File: src/rtl/ram_bus_arbiter.sv
// ram_bus_arbiter: shares one single-port RAM between the CPU memory path and the
// loader/debug DMA. It grants one owner at a time and issues one pipelined single-beat
// access per cycle. Every ownership change passes through a one-cycle TURN state, and
// bus tenure is bounded while the other master is waiting.
//
// Optional build macro: ARB_LOCK_EN. When defined, it adds CPU_LOCK and DMA_LOCK inputs.
// While the owner holds its LOCK high, forced release is suppressed.
//
// Ports:
//   CLK, RST                 clock; asynchronous active-high reset
//   CPU_LOCK, DMA_LOCK       (ARB_LOCK_EN only) owner lock against forced release
//   CPU_REQ/WE/ADDR/WDATA    CPU request; held stable until ACK
//   CPU_GNT/ACK/RDATA        CPU grant, one-cycle completion pulse, read data
//   DMA_*                    same as CPU_* for the DMA master
//   RAM_EN/RW/ADDR/WDATA     RAM strobe, 1=read/0=write, address, write data
//   RAM_RDATA                RAM read data
module ram_bus_arbiter #(
  parameter int unsigned ADDR_W    = 8,
  parameter int unsigned DATA_W    = 8,
  parameter int unsigned MAX_BURST = 4
) (
  input  logic              CLK,
  input  logic              RST,
`ifdef ARB_LOCK_EN
  input  logic              CPU_LOCK,
  input  logic              DMA_LOCK,
`endif
  input  logic              CPU_REQ,
  input  logic              CPU_WE,
  input  logic [ADDR_W-1:0] CPU_ADDR,
  input  logic [DATA_W-1:0] CPU_WDATA,
  output logic              CPU_GNT,
  output logic              CPU_ACK,
  output logic [DATA_W-1:0] CPU_RDATA,
  input  logic              DMA_REQ,
  input  logic              DMA_WE,
  input  logic [ADDR_W-1:0] DMA_ADDR,
  input  logic [DATA_W-1:0] DMA_WDATA,
  output logic              DMA_GNT,
  output logic              DMA_ACK,
  output logic [DATA_W-1:0] DMA_RDATA,
  output logic              RAM_EN,
  output logic              RAM_RW,
  output logic [ADDR_W-1:0] RAM_ADDR,
  output logic [DATA_W-1:0] RAM_WDATA,
  input  logic [DATA_W-1:0] RAM_RDATA
);

  typedef enum logic [1:0] {StIdle, StOwnCpu, StOwnDma, StTurn} state_e;

  localparam logic [3:0] MaxBurst = 4'(MAX_BURST);

  state_e            state_q, state_d;
  logic [3:0]        cnt_q, cnt_d;
  logic              last_dma_q, last_dma_d;  // last owner: 0 = CPU, 1 = DMA
  logic              issue_cpu, issue_dma;
  logic              cpu_lock, dma_lock;

  logic              cpu_gnt_q, dma_gnt_q;
  logic              ram_en_q, ram_rw_q;
  logic [ADDR_W-1:0] ram_addr_q;
  logic [DATA_W-1:0] ram_wdata_q;
  logic              tag_dma_q;               // owner of the access currently on the RAM
  logic              cpu_ack_q, dma_ack_q;
  logic [DATA_W-1:0] cpu_rdata_q, dma_rdata_q;

`ifdef ARB_LOCK_EN
  assign cpu_lock = CPU_LOCK;
  assign dma_lock = DMA_LOCK;
`else
  assign cpu_lock = 1'b0;
  assign dma_lock = 1'b0;
`endif

  always_comb begin
    state_d    = state_q;
    cnt_d      = cnt_q;
    last_dma_d = last_dma_q;
    issue_cpu  = 1'b0;
    issue_dma  = 1'b0;
    unique case (state_q)
      StIdle: begin
        // DMA wins a simultaneous request.
        if (DMA_REQ) begin
          state_d = StOwnDma;
          cnt_d   = '0;
        end else if (CPU_REQ) begin
          state_d = StOwnCpu;
          cnt_d   = '0;
        end
      end
      StOwnCpu: begin
        if (!CPU_REQ || (cnt_q >= MaxBurst && DMA_REQ && !cpu_lock)) begin
          state_d    = StTurn;
          last_dma_d = 1'b0;
        end else begin
          issue_cpu = 1'b1;
          cnt_d     = (cnt_q >= MaxBurst) ? cnt_q : cnt_q + 4'd1;
        end
      end
      StOwnDma: begin
        if (!DMA_REQ || (cnt_q >= MaxBurst && CPU_REQ && !dma_lock)) begin
          state_d    = StTurn;
          last_dma_d = 1'b1;
        end else begin
          issue_dma = 1'b1;
          cnt_d     = (cnt_q >= MaxBurst) ? cnt_q : cnt_q + 4'd1;
        end
      end
      StTurn: begin
        // Prefer the master that did not own the bus last.
        if (last_dma_q ? CPU_REQ : DMA_REQ) begin
          state_d = last_dma_q ? StOwnCpu : StOwnDma;
          cnt_d   = '0;
        end else if (last_dma_q ? DMA_REQ : CPU_REQ) begin
          state_d = last_dma_q ? StOwnDma : StOwnCpu;
          cnt_d   = '0;
        end else begin
          state_d = StIdle;
        end
      end
      default: state_d = StIdle;
    endcase
  end

  always_ff @(posedge CLK or posedge RST) begin
    if (RST) begin
      state_q     <= StIdle;
      cnt_q       <= '0;
      last_dma_q  <= 1'b0;
      cpu_gnt_q   <= 1'b0;
      dma_gnt_q   <= 1'b0;
      ram_en_q    <= 1'b0;
      ram_rw_q    <= 1'b1;
      ram_addr_q  <= '0;
      ram_wdata_q <= '0;
      tag_dma_q   <= 1'b0;
      cpu_ack_q   <= 1'b0;
      dma_ack_q   <= 1'b0;
      cpu_rdata_q <= '0;
      dma_rdata_q <= '0;
    end else begin
      state_q    <= state_d;
      cnt_q      <= cnt_d;
      last_dma_q <= last_dma_d;
      cpu_gnt_q  <= (state_d == StOwnCpu);
      dma_gnt_q  <= (state_d == StOwnDma);

      // Stage 1: drive the RAM and remember who issued.
      ram_en_q  <= issue_cpu | issue_dma;
      tag_dma_q <= issue_dma;
      if (issue_dma) begin
        ram_rw_q    <= ~DMA_WE;
        ram_addr_q  <= DMA_ADDR;
        ram_wdata_q <= DMA_WDATA;
      end else if (issue_cpu) begin
        ram_rw_q    <= ~CPU_WE;
        ram_addr_q  <= CPU_ADDR;
        ram_wdata_q <= CPU_WDATA;
      end

      // Stage 2: route completion by tag, independent of the current state.
      cpu_ack_q <= ram_en_q & ~tag_dma_q;
      dma_ack_q <= ram_en_q & tag_dma_q;
      if (ram_en_q && ram_rw_q && !tag_dma_q) cpu_rdata_q <= RAM_RDATA;
      if (ram_en_q && ram_rw_q && tag_dma_q)  dma_rdata_q <= RAM_RDATA;
    end
  end

  assign CPU_GNT   = cpu_gnt_q;
  assign DMA_GNT   = dma_gnt_q;
  assign CPU_ACK   = cpu_ack_q;
  assign DMA_ACK   = dma_ack_q;
  assign CPU_RDATA = cpu_rdata_q;
  assign DMA_RDATA = dma_rdata_q;
  assign RAM_EN    = ram_en_q;
  assign RAM_RW    = ram_rw_q;
  assign RAM_ADDR  = ram_addr_q;
  assign RAM_WDATA = ram_wdata_q;

endmodule

File: config.mk
export PLATFORM = sky130hd
export DESIGN_NAME = ram_bus_arbiter
export DESIGN_NICKNAME = d
export VERILOG_FILES = /design/src/rtl/ram_bus_arbiter.sv
export SDC_FILE = /design/constraint.sdc
export NUM_CORES = 1
export LEC_CHECK = 0
export CORE_ASPECT_RATIO = 1.4
export CORE_UTILIZATION = 43
export CTS_CLUSTER_SIZE = 30
export DETAILED_ROUTE_END_ITERATION = 10
export GPL_TIMING_DRIVEN = 0
export PLACE_DENSITY = 0.8
export SLEW_MARGIN = 20
export SYNTH_ARGS = -nofsm -noshare
export SYNTH_HDL_FRONTEND = slang
export SYNTH_SLANG_ARGS = --single-unit
File: constraint.sdc
create_clock -name CLK -period 2.19 [get_ports CLK]
set_clock_uncertainty 0.1 [all_clocks]
set_input_delay 0.3285 -clock CLK [delete_from_list [all_inputs] [get_ports CLK]]
set_output_delay 0.3285 -clock CLK [all_outputs]
set_load 0.05 [all_outputs]
Word-level counts from Yosys, hierarchy flattened. Cells that the tools add are included. W data, S select, Z words.

Register bits after elaboration: 46. Output and inout bits: 38. Bits of input ports: 46.

$add $sub $neg: 1. Reduce and logical (&&, ||, !) cells: 15. Bitwise gates (word level): 6. Eq/ne operators: 11. Magnitude comparators: 1. Mux-type cells: 32.

Operator list (count): $mux W8 (4); $mux W4 (7); $mux W2 (8); $pmux W4 S4 (1); $mux W1 (10); $ne A2 B2 Y1 const B (4); $pmux W2 S4 (1); $eq A2 B2 Y1 const B (3); $ne A3 B3 Y1 const B (2); $logic_and A1 B1 Y1 (5); $add A4 B1 Y4 const B (1); $eq A2 B1 Y1 const B (2); $ge A4 B3 Y1 const B (1); $reduce_and A4 Y1 (1); $reduce_bool A2 Y1 (2); $logic_not A1 Y1 (3); $not A1 Y1 (3); $reduce_and A3 Y1 (1); $and A1 B1 Y1 (2); $logic_not A2 Y1 (1); $logic_or A1 B1 Y1 (2); $pmux W1 S2 (1); $or A1 B1 Y1 (1).

Depth between registers and ports, before layout.
Depth after elaboration: 7. Depth in mapped cells: 7. Depth with buffers taken out: 6.

Worst setup path before layout. Ideal clock, no wire load.

Path type: register -> register. From: register state_q[1]. To: register cnt_q[0]. Cell stages (with the launch flop): 7. Path slack: 213 ps. Arrival: 1752 ps. Required time: 1965 ps. Cells stage by stage: dfrtp_1 > inv_1 > ha_1 > o21ai_0 > o21ai_0 > or3_4 > mux2_4.

Cells in the longest elaborated chain, start to end: 3. Elaborated cells on any way between the ends: 10. Classes of those cells: eq/ne (7); mux (1); reduce/logical (2).

Ends and longest elaborated chain: start, declared (line 53) `state_e state_q, state_d;`; start signal, assigned (line 128) `state_q <= StIdle;`; start signal, assigned (line 143) `state_q <= state_d;`; $eq A2 B2 Y1 (tied with other cells) (line 81) `unique case (state_q)`; $ne A3 B3 Y1 (no line) / $ne A2 B2 Y1 (equally long branches); $reduce_and A4 Y1 (no line); end signal, assigned (line 144) `cnt_q <= cnt_d;`; end, declared (line 54) `logic [3:0] cnt_q, cnt_d;`.

Several ways; a longest one is shown, not always the timed one. A chain may end at the register's enable or synchronous reset.

Final worst setup path.
From: register ram_rw_q, in the netlist RAM_RW. To: output RAM_RW.

RTL lines: start, declared (line 60) `logic ram_en_q, ram_rw_q;`; start signal, assigned (line 153) `ram_rw_q <= ~DMA_WE;`; start signal, assigned (line 157) `ram_rw_q <= ~CPU_WE;`; end, declared (line 43) `output logic RAM_RW,`.

No word-level cell between the ends.

==> run metrics <==
outcome=finished, final reports clean; max capacitance violation total=0; reg-to-reg slack, setup=approximately 0.19 ns; worst vdd ir=1140 uV; Post-synth top cells=dfrtp_1 (45), nand2_1 (36), nor2_1 (20); Die Y-Extent=approximately 84 um; first-pass GRT wire length=approximately 8500 um; num ports=84; count leader, synth=dfrtp_1; Netlist Area Pre-Place=0.00208 mm2; largest net degree at the start of global routing=25; period utilization=96.1%; ys flop type=dfrtp_1; vias per inst=~5; Leak=about 1.4 nW; max_slew headroom=62.5%; DRC violations left=0; Post-synth ARST share=100%; Post-Syn Instances=196; dominant cells by area after synthesis=dfrtp_1 (54%), mux2_2 (8.6%), nand2_1 (6.5%), a31oi_1 (5.7%), ha_1 (3.6%); CP max stage cell=clkdlybuf4s50_1; number of synthesized flops with an enable pin=0; min Tclk post-route=approximately 2.1 ns; Unique masters post-synth=32; Crit Path Class=reg -> out; # diodes=0; initial antenna violation count=0; Hold Crit Class=in -> reg; drt pass-1 iters=6; family with the most delay on the worst path=buffers and inverters; Required @ worst endpoint=1.76 ns; Tightest Pin Transition=between 0.5 and 0.6 ns; CTS clock-pin slew for the worst setup and hold paths=approximately 0.09 ns; post-synthesis sequential area ratio=55.3%; DP HPWL=between 3000 and 4000 um; Max Freq=about 480 MHz; GPL Wtd Cong=about 0.77; setup TNS=0 ns; Buffers on Ports=between 80 and 90; fill cell count=around 380; top cell type's share of synthesized area=54.0%; Initial Utilization=approximately 45%; TritonCTS buffer count=5; Final Hold Violating Endpoints=0; Arr. time, crit path=roughly 1.7 ns; H-tree levels=2; Post-CTS Setup Inserts=0; gr usage total=21.9%; YS warnings=0; worst-path cell chain=clkdlybuf4s50_1; clock root buffer=clkbuf_8; layout cell share with drive strength beyond 1=approximately 16%; nets=337; Post-Syn Nets=between 200 and 250; Worst Setup Start Kind=flip-flop; Num Clock Sinks=46; pwr/cell area=around 1700 mW/mm2; vias in the first global route=approximately 1800; syn avg cell area=~11 um2; routed wire length per instance=~15 um; CP max stage delay=slightly above 0.8 ns; final number of setup-violating endpoints=0; clk buf depth=2; RSZ-0062 raised after global routing=false; crit-path max FO=4; post-synthesis register bit count=between 40 and 50; DR vias=~1800; max-slew violations=0; row count=29; Core Box Area=roughly 0.0046 mm2; Die X-Extent=a little over 60 um; Buffers & Inverters on Critical Path=1; Area growth syn-to-layout=48.4%; remaining global-route overflow=0; total power draw=5.30 mW; CTS tree=yes; Skew-Pair Late Insertion Delay=0.30 ns; total length of routed wires=between 5000 and 6000 um; leading area contributor after synthesis=dfrtp_1; die area=0.00513 mm2; DRT iter0 DRCs=59; Final ANT Viol Nets=0; CP Capture Type=output pin
==> registers in the layout (all words and copies together), names as in the netlist <==
name        cells
tag_dma_q       1
DMA_RDATA       8
DMA_GNT         1
RAM_WDATA       8
RAM_RW          1
DMA_ACK         1
CPU_ACK         1
RAM_EN          1
last_dma_q      1
RAM_ADDR        8
cnt_q           4
state_q         2
CPU_GNT         1
CPU_RDATA       8
==> timing repair <==
action	4_1_cts	5_1_grt
resized for setup	0	4
hold buffers	0	0
setup endpoints to repair	0	6
==> layer usage <==
metal / routed length [um] / track usage (%)
met1: 2190 / 27.6
met2: 2630 / 36.4
met3: 378 / 4.93
met4: 68 / 7.02
met5: 0 / 0
==> final timing paths <==
path                            start            to  cells after the start
max                            RAM_RW        RAM_RW                      1
min                           CPU_REQ    state_q[0]                      3
max reg2reg                state_q[1]      cnt_q[0]                      6
max in group asynchronous         RST  RAM_WDATA[7]                      3
min in group asynchronous         RST  CPU_RDATA[6]                      2
min reg2reg                 tag_dma_q       CPU_ACK                      1
==> through the flow <==
step / hold WS (ns) / setup WS [ns] / area (um2) / utilization [%] / std cells
4_1_cts: 0.278 / 0.0163 / 3090 / 67.1 / 348
2_1_floorplan: 0.284 / 0.213 / 2080 / - / 196
6_report: 0.288 / 0.0865 / 3090 / 67.1 / 348
3_3_place_gp: 0.349 / -0.199 / 2970 / 64.5 / 339
5_1_grt: 0.315 / 0.0594 / 3090 / 67.1 / 348
3_5_place_dp: 0.356 / 0.0194 / 3000 / 65.1 / 340
==> placed cells by master (no fill, tap or decap), types with 2 or more instances in the layout <==
master,instances
nor2b_1,2
a31oi_1,19
o211ai_2,2
o31ai_1,2
inv_2,2
a21oi_1,2
clkdlybuf4s50_1,81
dfrtp_1,44
ha_1,5
mux2_2,16
and2_1,2
mux2i_1,2
inv_1,5
nand2b_1,2
buf_2,5
nor2_1,20
buf_4,2
nand2_1,36
nand3_1,5
o22a_2,2
clkbuf_8,5
o21ai_0,5
==> cells by family (layout without fill, tap and decap cells) <==
group	Yosys count	count (layout)	share of synthesized area, %
flip-flops	46	46	55.3
buffers and inverters	15	105	3.36
AO/OA/AOI/OAI	36	36	11.8
multiplexers	19	19	10.3
adder cells (fa/ha/maj)	6	6	3.60
AND/OR/NAND/NOR	74	74	15.6
==> where the power goes <==
part | switching, mW | total (mW) | leakage [nW] | internal, mW
Clock | 0.295 | 0.520 | 0.0441 | 0.224
Sequential | 0.251 | 1.53 | 0.546 | 1.28
Combinational | 2.05 | 3.25 | 0.768 | 1.20
==> layout make-up <==
type / count / area [um2] / area share (%)
sequential: 46 / 1150 / 37.3
multi-input combinational: 135 / 865 / 27.9
timing repair buffer: 82 / 838 / 27.1
tap: 62 / 77.6 / 2.51
clock buffer: 5 / 68.8 / 2.22
buffer: 8 / 43.8 / 1.42
inverter: 7 / 26.3 / 0.849
clock inverter: 3 / 21.3 / 0.687
Power figures use the tool's default switching activity.
